**config.mk**
```make
export PLATFORM = sky130hd
export DESIGN_NAME = muldiv_iter_flat
export DESIGN_NICKNAME = d
export VERILOG_FILES = /design/src/rtl/muldiv_iter_if.sv /design/src/rtl/muldiv_iter.sv /design/src/flat_wrapper.sv
export SDC_FILE = /design/constraint.sdc
export NUM_CORES = 1
export LEC_CHECK = 0
export CORE_ASPECT_RATIO = 1.1
export CORE_MARGIN = 2
export CORE_UTILIZATION = 55
export DETAILED_ROUTE_END_ITERATION = 10
export PLACE_DENSITY = 0.75
export SLEW_MARGIN = 20
export SYNTH_ARGS = -nofsm -noshare
export SYNTH_HDL_FRONTEND = slang
export SYNTH_SLANG_ARGS = --single-unit
export TNS_END_PERCENT = 10
```
**constraint.sdc**
```tcl
create_clock -name clk -period 7.2 [get_ports clk]
set_clock_uncertainty 0.2 [all_clocks]
set_input_delay 1.08 -clock clk [delete_from_list [all_inputs] [get_ports clk]]
set_output_delay 1.08 -clock clk [all_outputs]
set_load 0.02 [all_outputs]
```
**src/rtl/muldiv_iter_if.sv**
```systemverilog
// Request/response bundle between the execute stage and the iterative mul/div unit.
// The master issues op/a/b and consumes result; the slave is the arithmetic unit.
// Both directions use valid/ready flow control.
interface muldiv_iter_if #(
    parameter int XLEN = 32
);
    logic            in_valid;
    logic            in_ready;
    logic [2:0]      op;
    logic [XLEN-1:0] a;
    logic [XLEN-1:0] b;
    logic            out_valid;
    logic            out_ready;
    logic [XLEN-1:0] result;

    modport master (
        output in_valid, op, a, b, out_ready,
        input  in_ready, out_valid, result
    );

    modport slave (
        input  in_valid, op, a, b, out_ready,
        output in_ready, out_valid, result
    );
endinterface

```
**src/rtl/muldiv_iter.sv**
```systemverilog
// Iterative RV32M multiply/divide: radix-2 shift-add multiply, restoring divide.
// Latency XLEN+1 cycles from accept to out_valid; div-by-zero/overflow in 1 cycle.
// Result held in DONE until out_ready; in_ready only in IDLE; kill aborts to IDLE.
module muldiv_iter #(
    parameter int XLEN = 32
) (
    input  logic         clk,
    input  logic         rst,
    input  logic         kill,
    muldiv_iter_if.slave io
);
    localparam int              CNT_W   = $clog2(XLEN + 1);
    localparam logic [XLEN-1:0] INT_MIN = {1'b1, {(XLEN-1){1'b0}}};

    typedef enum logic [1:0] {IDLE, CALC, DONE} state_t;

    state_t            state_q, state_d;
    logic [2:0]        op_q, op_d;
    logic [XLEN-1:0]   opnd_q, opnd_d;      // multiplicand or divisor magnitude
    logic [2*XLEN-1:0] acc_q, acc_d;        // {hi, lo}: product, or {remainder, dividend/quotient}
    logic [CNT_W-1:0]  cnt_q, cnt_d;
    logic              neg_res_q, neg_res_d; // negate product / quotient
    logic              neg_rem_q, neg_rem_d; // negate remainder (sign of a)
    logic [XLEN-1:0]   result_q, result_d;

    logic              a_signed, b_signed, neg_a, neg_b, div_zero, div_ovf;
    logic [XLEN-1:0]   mag_a, mag_b, fast_res;

    logic [XLEN:0]     mul_sum, div_shift, div_diff;
    logic              q_bit;
    logic [2*XLEN-1:0] acc_step, prod;
    logic [XLEN-1:0]   quo, rem, final_res;

    assign io.in_ready  = (state_q == IDLE);
    assign io.out_valid = (state_q == DONE);
    assign io.result    = result_q;

    // Decode the incoming request: operand signedness, magnitudes and fast-path cases
    always_comb begin
        a_signed = (io.op != 3'd3) && (io.op != 3'd5) && (io.op != 3'd7);
        b_signed = (io.op == 3'd0) || (io.op == 3'd1) || (io.op == 3'd4) || (io.op == 3'd6);
        neg_a    = a_signed && io.a[XLEN-1];
        neg_b    = b_signed && io.b[XLEN-1];
        // INT_MIN negates to itself, which read as unsigned is its true magnitude
        mag_a    = neg_a ? -io.a : io.a;
        mag_b    = neg_b ? -io.b : io.b;
        div_zero = io.op[2] && (io.b == '0);
        div_ovf  = ((io.op == 3'd4) || (io.op == 3'd6)) && (io.a == INT_MIN) && (io.b == '1);
        fast_res = '0;
        if (div_zero) begin
            fast_res = io.op[1] ? io.a : '1;
        end else if (div_ovf) begin
            fast_res = io.op[1] ? '0 : io.a;
        end
    end

    // One radix-2 step of the datapath plus the sign-fixed final result
    always_comb begin
        mul_sum   = {1'b0, acc_q[2*XLEN-1:XLEN]} + (acc_q[0] ? {1'b0, opnd_q} : '0);
        div_shift = acc_q[2*XLEN-1:XLEN-1];
        div_diff  = div_shift - {1'b0, opnd_q};
        q_bit     = ~div_diff[XLEN];
        if (op_q[2]) begin
            acc_step = {(q_bit ? div_diff[XLEN-1:0] : div_shift[XLEN-1:0]),
                        acc_q[XLEN-2:0], q_bit};
        end else begin
            acc_step = {mul_sum, acc_q[XLEN-1:1]};
        end
        prod = neg_res_q ? -acc_step : acc_step;
        quo  = neg_res_q ? -acc_step[XLEN-1:0] : acc_step[XLEN-1:0];
        rem  = neg_rem_q ? -acc_step[2*XLEN-1:XLEN] : acc_step[2*XLEN-1:XLEN];
        if (op_q[2]) begin
            final_res = op_q[1] ? rem : quo;
        end else begin
            final_res = (op_q == 3'd0) ? prod[XLEN-1:0] : prod[2*XLEN-1:XLEN];
        end
    end

    // Next-state and datapath register updates; kill overrides everything
    always_comb begin
        state_d   = state_q;
        op_d      = op_q;
        opnd_d    = opnd_q;
        acc_d     = acc_q;
        cnt_d     = cnt_q;
        neg_res_d = neg_res_q;
        neg_rem_d = neg_rem_q;
        result_d  = result_q;
        if (kill) begin
            state_d = IDLE;
        end else begin
            case (state_q)
                IDLE: begin
                    if (io.in_valid) begin
                        op_d      = io.op;
                        neg_res_d = neg_a ^ neg_b;
                        neg_rem_d = neg_a;
                        if (div_zero || div_ovf) begin
                            result_d = fast_res;
                            state_d  = DONE;
                        end else begin
                            opnd_d  = io.op[2] ? mag_b : mag_a;
                            acc_d   = {{XLEN{1'b0}}, (io.op[2] ? mag_a : mag_b)};
                            cnt_d   = CNT_W'(XLEN);
                            state_d = CALC;
                        end
                    end
                end
                CALC: begin
                    acc_d = acc_step;
                    cnt_d = cnt_q - CNT_W'(1);
                    if (cnt_q == CNT_W'(1)) begin
                        result_d = final_res;
                        state_d  = DONE;
                    end
                end
                DONE: begin
                    if (io.out_ready) begin
                        state_d = IDLE;
                    end
                end
                default: state_d = IDLE;
            endcase
        end
    end

    // State and datapath registers
    always_ff @(posedge clk or posedge rst) begin
        if (rst) begin
            state_q   <= IDLE;
            op_q      <= '0;
            opnd_q    <= '0;
            acc_q     <= '0;
            cnt_q     <= '0;
            neg_res_q <= 1'b0;
            neg_rem_q <= 1'b0;
            result_q  <= '0;
        end else begin
            state_q   <= state_d;
            op_q      <= op_d;
            opnd_q    <= opnd_d;
            acc_q     <= acc_d;
            cnt_q     <= cnt_d;
            neg_res_q <= neg_res_d;
            neg_rem_q <= neg_rem_d;
            result_q  <= result_d;
        end
    end
endmodule

```
**src/flat_wrapper.sv**
```systemverilog
// flat-port wrapper written by rule: the top's interface ports become plain ports
module muldiv_iter_flat 
#(
    parameter int XLEN = 32
)
  (clk, rst, kill, io_in_valid, io_op, io_a, io_b, io_out_ready, io_in_ready, io_out_valid, io_result);
  muldiv_iter_if #(.XLEN(XLEN)) io_i ();
  input  logic clk;
  input  logic rst;
  input  logic kill;
  input wire logic [$bits(io_i.in_valid)-1:0] io_in_valid;
  input wire logic [$bits(io_i.op)-1:0] io_op;
  input wire logic [$bits(io_i.a)-1:0] io_a;
  input wire logic [$bits(io_i.b)-1:0] io_b;
  input wire logic [$bits(io_i.out_ready)-1:0] io_out_ready;
  output wire logic [$bits(io_i.in_ready)-1:0] io_in_ready;
  output wire logic [$bits(io_i.out_valid)-1:0] io_out_valid;
  output wire logic [$bits(io_i.result)-1:0] io_result;
  assign io_i.in_valid = io_in_valid;
  assign io_i.op = io_op;
  assign io_i.a = io_a;
  assign io_i.b = io_b;
  assign io_i.out_ready = io_out_ready;
  assign io_in_ready = io_i.in_ready;
  assign io_out_valid = io_i.out_valid;
  assign io_result = io_i.result;
  muldiv_iter #(.XLEN(XLEN)) u_core (.clk(clk), .rst(rst), .kill(kill), .io(io_i));
endmodule
```
==> impl_results.md, run 1 <==
- Outcome: completed
- First-pass DRT Iterations: 7
- Die width: 171.5 um
- Yosys warnings: 0
- Die ar.: 32270 um2
- Post-CTS sizing: 0
- Top Ports: 106
- Final min period: 6358 ps
- RR Endpoint: u_core.io.result[14]$_DFFE_PP0P_
- Post-Syn Area: 16960 um2
- TNS Setup: 0 ps
- CP max-delay cell: nor4_1
- Leak: 7.450 nW
- GPL Wtd Cong: 1.057
- Post-Route WL: 72910 um
- Adder-cell share of the synthesized area: 5.473%
- Layout Nets: 2508
- Netlist cell types: 109
- Diodes inserted: 0
- Post-synthesis simple-gate area fraction: 25.93%
- Syn avg cell area: 7.203 um2
- Clk pwr share: 14.4%
- Sequential fraction of the synthesis area: 20.80%
- Max Freq: 157.3 MHz
- Detailed Route Iter0 Violations: 2589
- Clk_lat worst skew: 480 ps
- GRT overflow: 0
- Area grow syn2layout: 10.32%
- R2R Setup Slk: 840 ps
- CP Cell Sequence: inv_1 -> ha_1 -> fa_1 -> nand2b_1 -> a211oi_2 -> o21a_1 -> o211ai_2 -> a21boi_2 -> nor2_2 -> a21oi_1 -> ha_1 -> nand3_1 -> or2_2 -> nor4_1 -> nand3_1 -> nor4_1 -> nand4b_1 -> o31ai_1 -> xnor2_1 -> o21ai_0 -> a221oi_1 -> o21ai_0
- P_int: 2.946 mW
- CP endpoint: u_core.io.result[14]$_DFFE_PP0P_
- Crit share post-route: 88.30%
- CTS tree: built
- Placed cells: 2758
- Detailed-route DRC error count: 0
- Maximum vdd ir drop: 208.1 uV
- Rel. slew slack: 24.05%
- GR Util All Layers: 45.20%
- Via count: 19200
- CP Depth: 22
- Vias in the first global route: 17740
- CP Capture Type: register
- Synth top area share: 20.80%
- Sw frac: 55.06%
- Crit path launch: u_core.acc_q[31]$_DFFE_PP0P_
- Worst-path fanout max: 8
- RSZ-0062 raised after global routing: no
- Max Slew Vio Count: 0
- Critical path data required time: 7340 ps
- Maxcap violations: 0
- Layout cells sized above 1: 6.019%
- Switch Pwr: 3.609 mW
- Async SR Flop Fraction: 100.0%
- Number of synthesized flops with an enable pin: 0
- FP Rows: 67
- Hold_buf cts: 0
- DPL Wire Length: 56630 um
- Mux cell area share after synthesis: 3.872%
- Sequential group share of total power: 19.8%
- Root buffer cell: clkbuf_16
- Core box area: 30430 um2
- Design Area, Final: 18710 um2
- Combinational family with the most area after synthesis: compound AO/OA/AOI/OAI gates
- Synth top cells by count: nand2_1 (290), nor2_1 (251), o21ai_0 (233)
- Die height: 188.2 um
- Pin count of the biggest net entering global routing: 100
- Startpoint Class: register
- Post-synthesis compound-gate area fraction: 29.81%
- Port bufs: 105
- Worst Path Arrival: 6500 ps
- Reg clk slew, reported paths: 70 ps
- Cell Area, Placed: 18120 um2
- Worst r2r src: u_core.acc_q[31]$_DFFE_PP0P_
- H-tree levels: 4
- Final Setup Violations: 0
- Post-DRT Antenna Nets: 0
- Final Hold Fails: 0
- Synth area leaders: dfrtp_1 (21%), o21ai_0 (6.9%), nand2_1 (6.4%), a21oi_1 (5.7%), nor2_1 (5.6%)
- Worst hold path type: register to register
- Vias per cell: 6.881
- Post-Syn Instances: 2355
- Ys flop type: dfrtp_1
- Clock buffer depth: 2
- Final worst slack: 842.4 ps
- Dpl ws: 1113 ps
- Slew at the pin with the worst max-slew slack: 1135 ps
- Starting Density: 55.75%
- Top-count cell post-synth: nand2_1
- WL/cell: 26.13 um
- Final core utilization: 61.50%
- Fin cells: 2790
- Cell Pwr Density: 350.2 nW/um2
- Post-Synth XOR/XNOR Area: 8.880%
- Setup CP Type: register to register
- R2R depth: 22
- Cts bufs inserted: 17
- Cell taking the most area after synthesis: dfrtp_1
- Setup Fix Bufs, Post-CTS: 0
- Syn nets: 2500
- Clk sinks: 141
- First-pass GRT wire length: 109200 um
- Comb pwr share: 65.8%
- Initial antenna violation count: 0
- Worst Path Buf+Inv: 1
- Slowest stage delay, CP: 670 ps
- CP top delay family: simple AND/OR/NAND/NOR gates
- Synthesis-stage register bit count: 141
[worst register-to-register path: stages (launching register included)]
cell and delay, ps:
dfrtp_1 540, inv_1 90, ha_1 230, fa_1 400
nand2b_1 190, a211oi_2 340, o21a_1 280, o211ai_2 200
a21boi_2 250, nor2_2 80, a21oi_1 190, ha_1 220
nand3_1 110, or2_2 350, nor4_1 360, nand3_1 190
nor4_1 670, nand4b_1 380, o31ai_1 350, xnor2_1 150
o21ai_0 90, a221oi_1 260, o21ai_0 110
[area by class of cell]
class                           instances  area [um2]
Timing Repair Buffer                  128        1219
Tap cell                              414       518.0
Inverter                               72       275.3
Fill cell                            2830       11720
Clock inverter                         14       151.4
Clock buffer                           18       439.2
Sequential cell                       141        3532
Multi-Input combinational cell       2003       12580
[how the worst min path moves through the flow]
| stage | slack (ps) | endpoint | from | cells past startpoint |
|---|---|---|---|---|
| final | 290 | u_core.io.result[7]$_DFFE_PP0P_ | u_core.io.result[7]$_DFFE_PP0P_ | 2 |
| after detailed placement | 270 | u_core.cnt_q[5]$_DFFE_PP0P_ | u_core.cnt_q[5]$_DFFE_PP0P_ | 1 |
| after global placement | 270 | u_core.io.result[7]$_DFFE_PP0P_ | u_core.io.result[7]$_DFFE_PP0P_ | 2 |
| after CTS | 290 | u_core.cnt_q[5]$_DFFE_PP0P_ | u_core.cnt_q[5]$_DFFE_PP0P_ | 1 |
| after global routing | 300 | u_core.cnt_q[5]$_DFFE_PP0P_ | u_core.cnt_q[5]$_DFFE_PP0P_ | 1 |
| after floorplan | 250 | u_core.cnt_q[5]$_DFFE_PP0P_ | u_core.cnt_q[5]$_DFFE_PP0P_ | 1 |
[cell families after synthesis]
logic type | Yosys count
and+or+nand+nor | 916
AOI/OAI and AO/OA | 778
buffers and inverters | 211
xor gates and xnor gates | 172
DFF | 141
adders and majority gates | 73
muxes | 64
[layout by cell type (no fill, tap or decap), types with 26 or more instances in the layout]
| master | n |
|---|---|
| nand2_1 | 289 |
| inv_1 | 68 |
| xnor2_1 | 99 |
| o21ai_0 | 233 |
| nor3_1 | 80 |
| nand3_1 | 43 |
| xor2_1 | 73 |
| dfrtp_1 | 140 |
| a21oi_1 | 192 |
| or3_1 | 31 |
| nor2_1 | 250 |
| and2_1 | 43 |
| ha_1 | 71 |
| nand4_1 | 27 |
| o31ai_1 | 33 |
| o211ai_1 | 33 |
| clkdlybuf4s50_1 | 104 |
| a31oi_1 | 37 |
| a211oi_1 | 26 |
| mux2i_1 | 54 |
[state kept, by name (all words and copies together), names as in the netlist]
name              flops
u_core.opnd_q        32
u_core.io.result     32
u_core.op_q           3
u_core.state_q        2
u_core.acc_q         64
u_core.neg_rem_q      1
u_core.neg_res_q      1
u_core.cnt_q          6
[per-stage QoR]
stage | total power, mW | hold WS, ps
after floorplan | 4.069 | 249.8
after global placement | 5.368 | 268.5
after detailed placement | 5.401 | 271.3
after CTS | 6.360 | 285.2
after global routing | 6.850 | 303.5
final | 6.555 | 286.0
[layer usage]
layer,vias to the layer above,GRT usage (%),share of wire [%]
li1,8610,-,-
met1,9077,57.98,38
met2,1220,67.22,43
met3,290,9.011,10
met4,0,32.95,8.8
met5,-,0,0
[power groups by stage]
stage | Combinational (mW) | Clock (mW) | Sequential [mW]
floorplan | 2.87 | 0 | 1.20
global placement | 4.09 | 0 | 1.28
detailed placement | 4.11 | 0 | 1.29
CTS | 4.15 | 0.939 | 1.28
global route | 4.57 | 0.969 | 1.31
finish | 4.31 | 0.947 | 1.30
No activity file was read; power rests on OpenSTA's default activity.
==> inputs of run 2 (changes only) <==
==> constraint.sdc (replaced) <==
create_clock -name clk -period 7.2 [get_ports clk]
set_clock_uncertainty 0.2 [all_clocks]
set_input_delay 1.08 -clock clk [delete_from_list [all_inputs] [get_ports clk]]
set_output_delay 1.08 -clock clk [all_outputs]
set_load 0.01 [all_outputs]
==> results of run 2 <==
The final DEF is identical to that of run 1. Status: completed.
Main changes from that run: total power 6.555 mW -> 6.517 mW
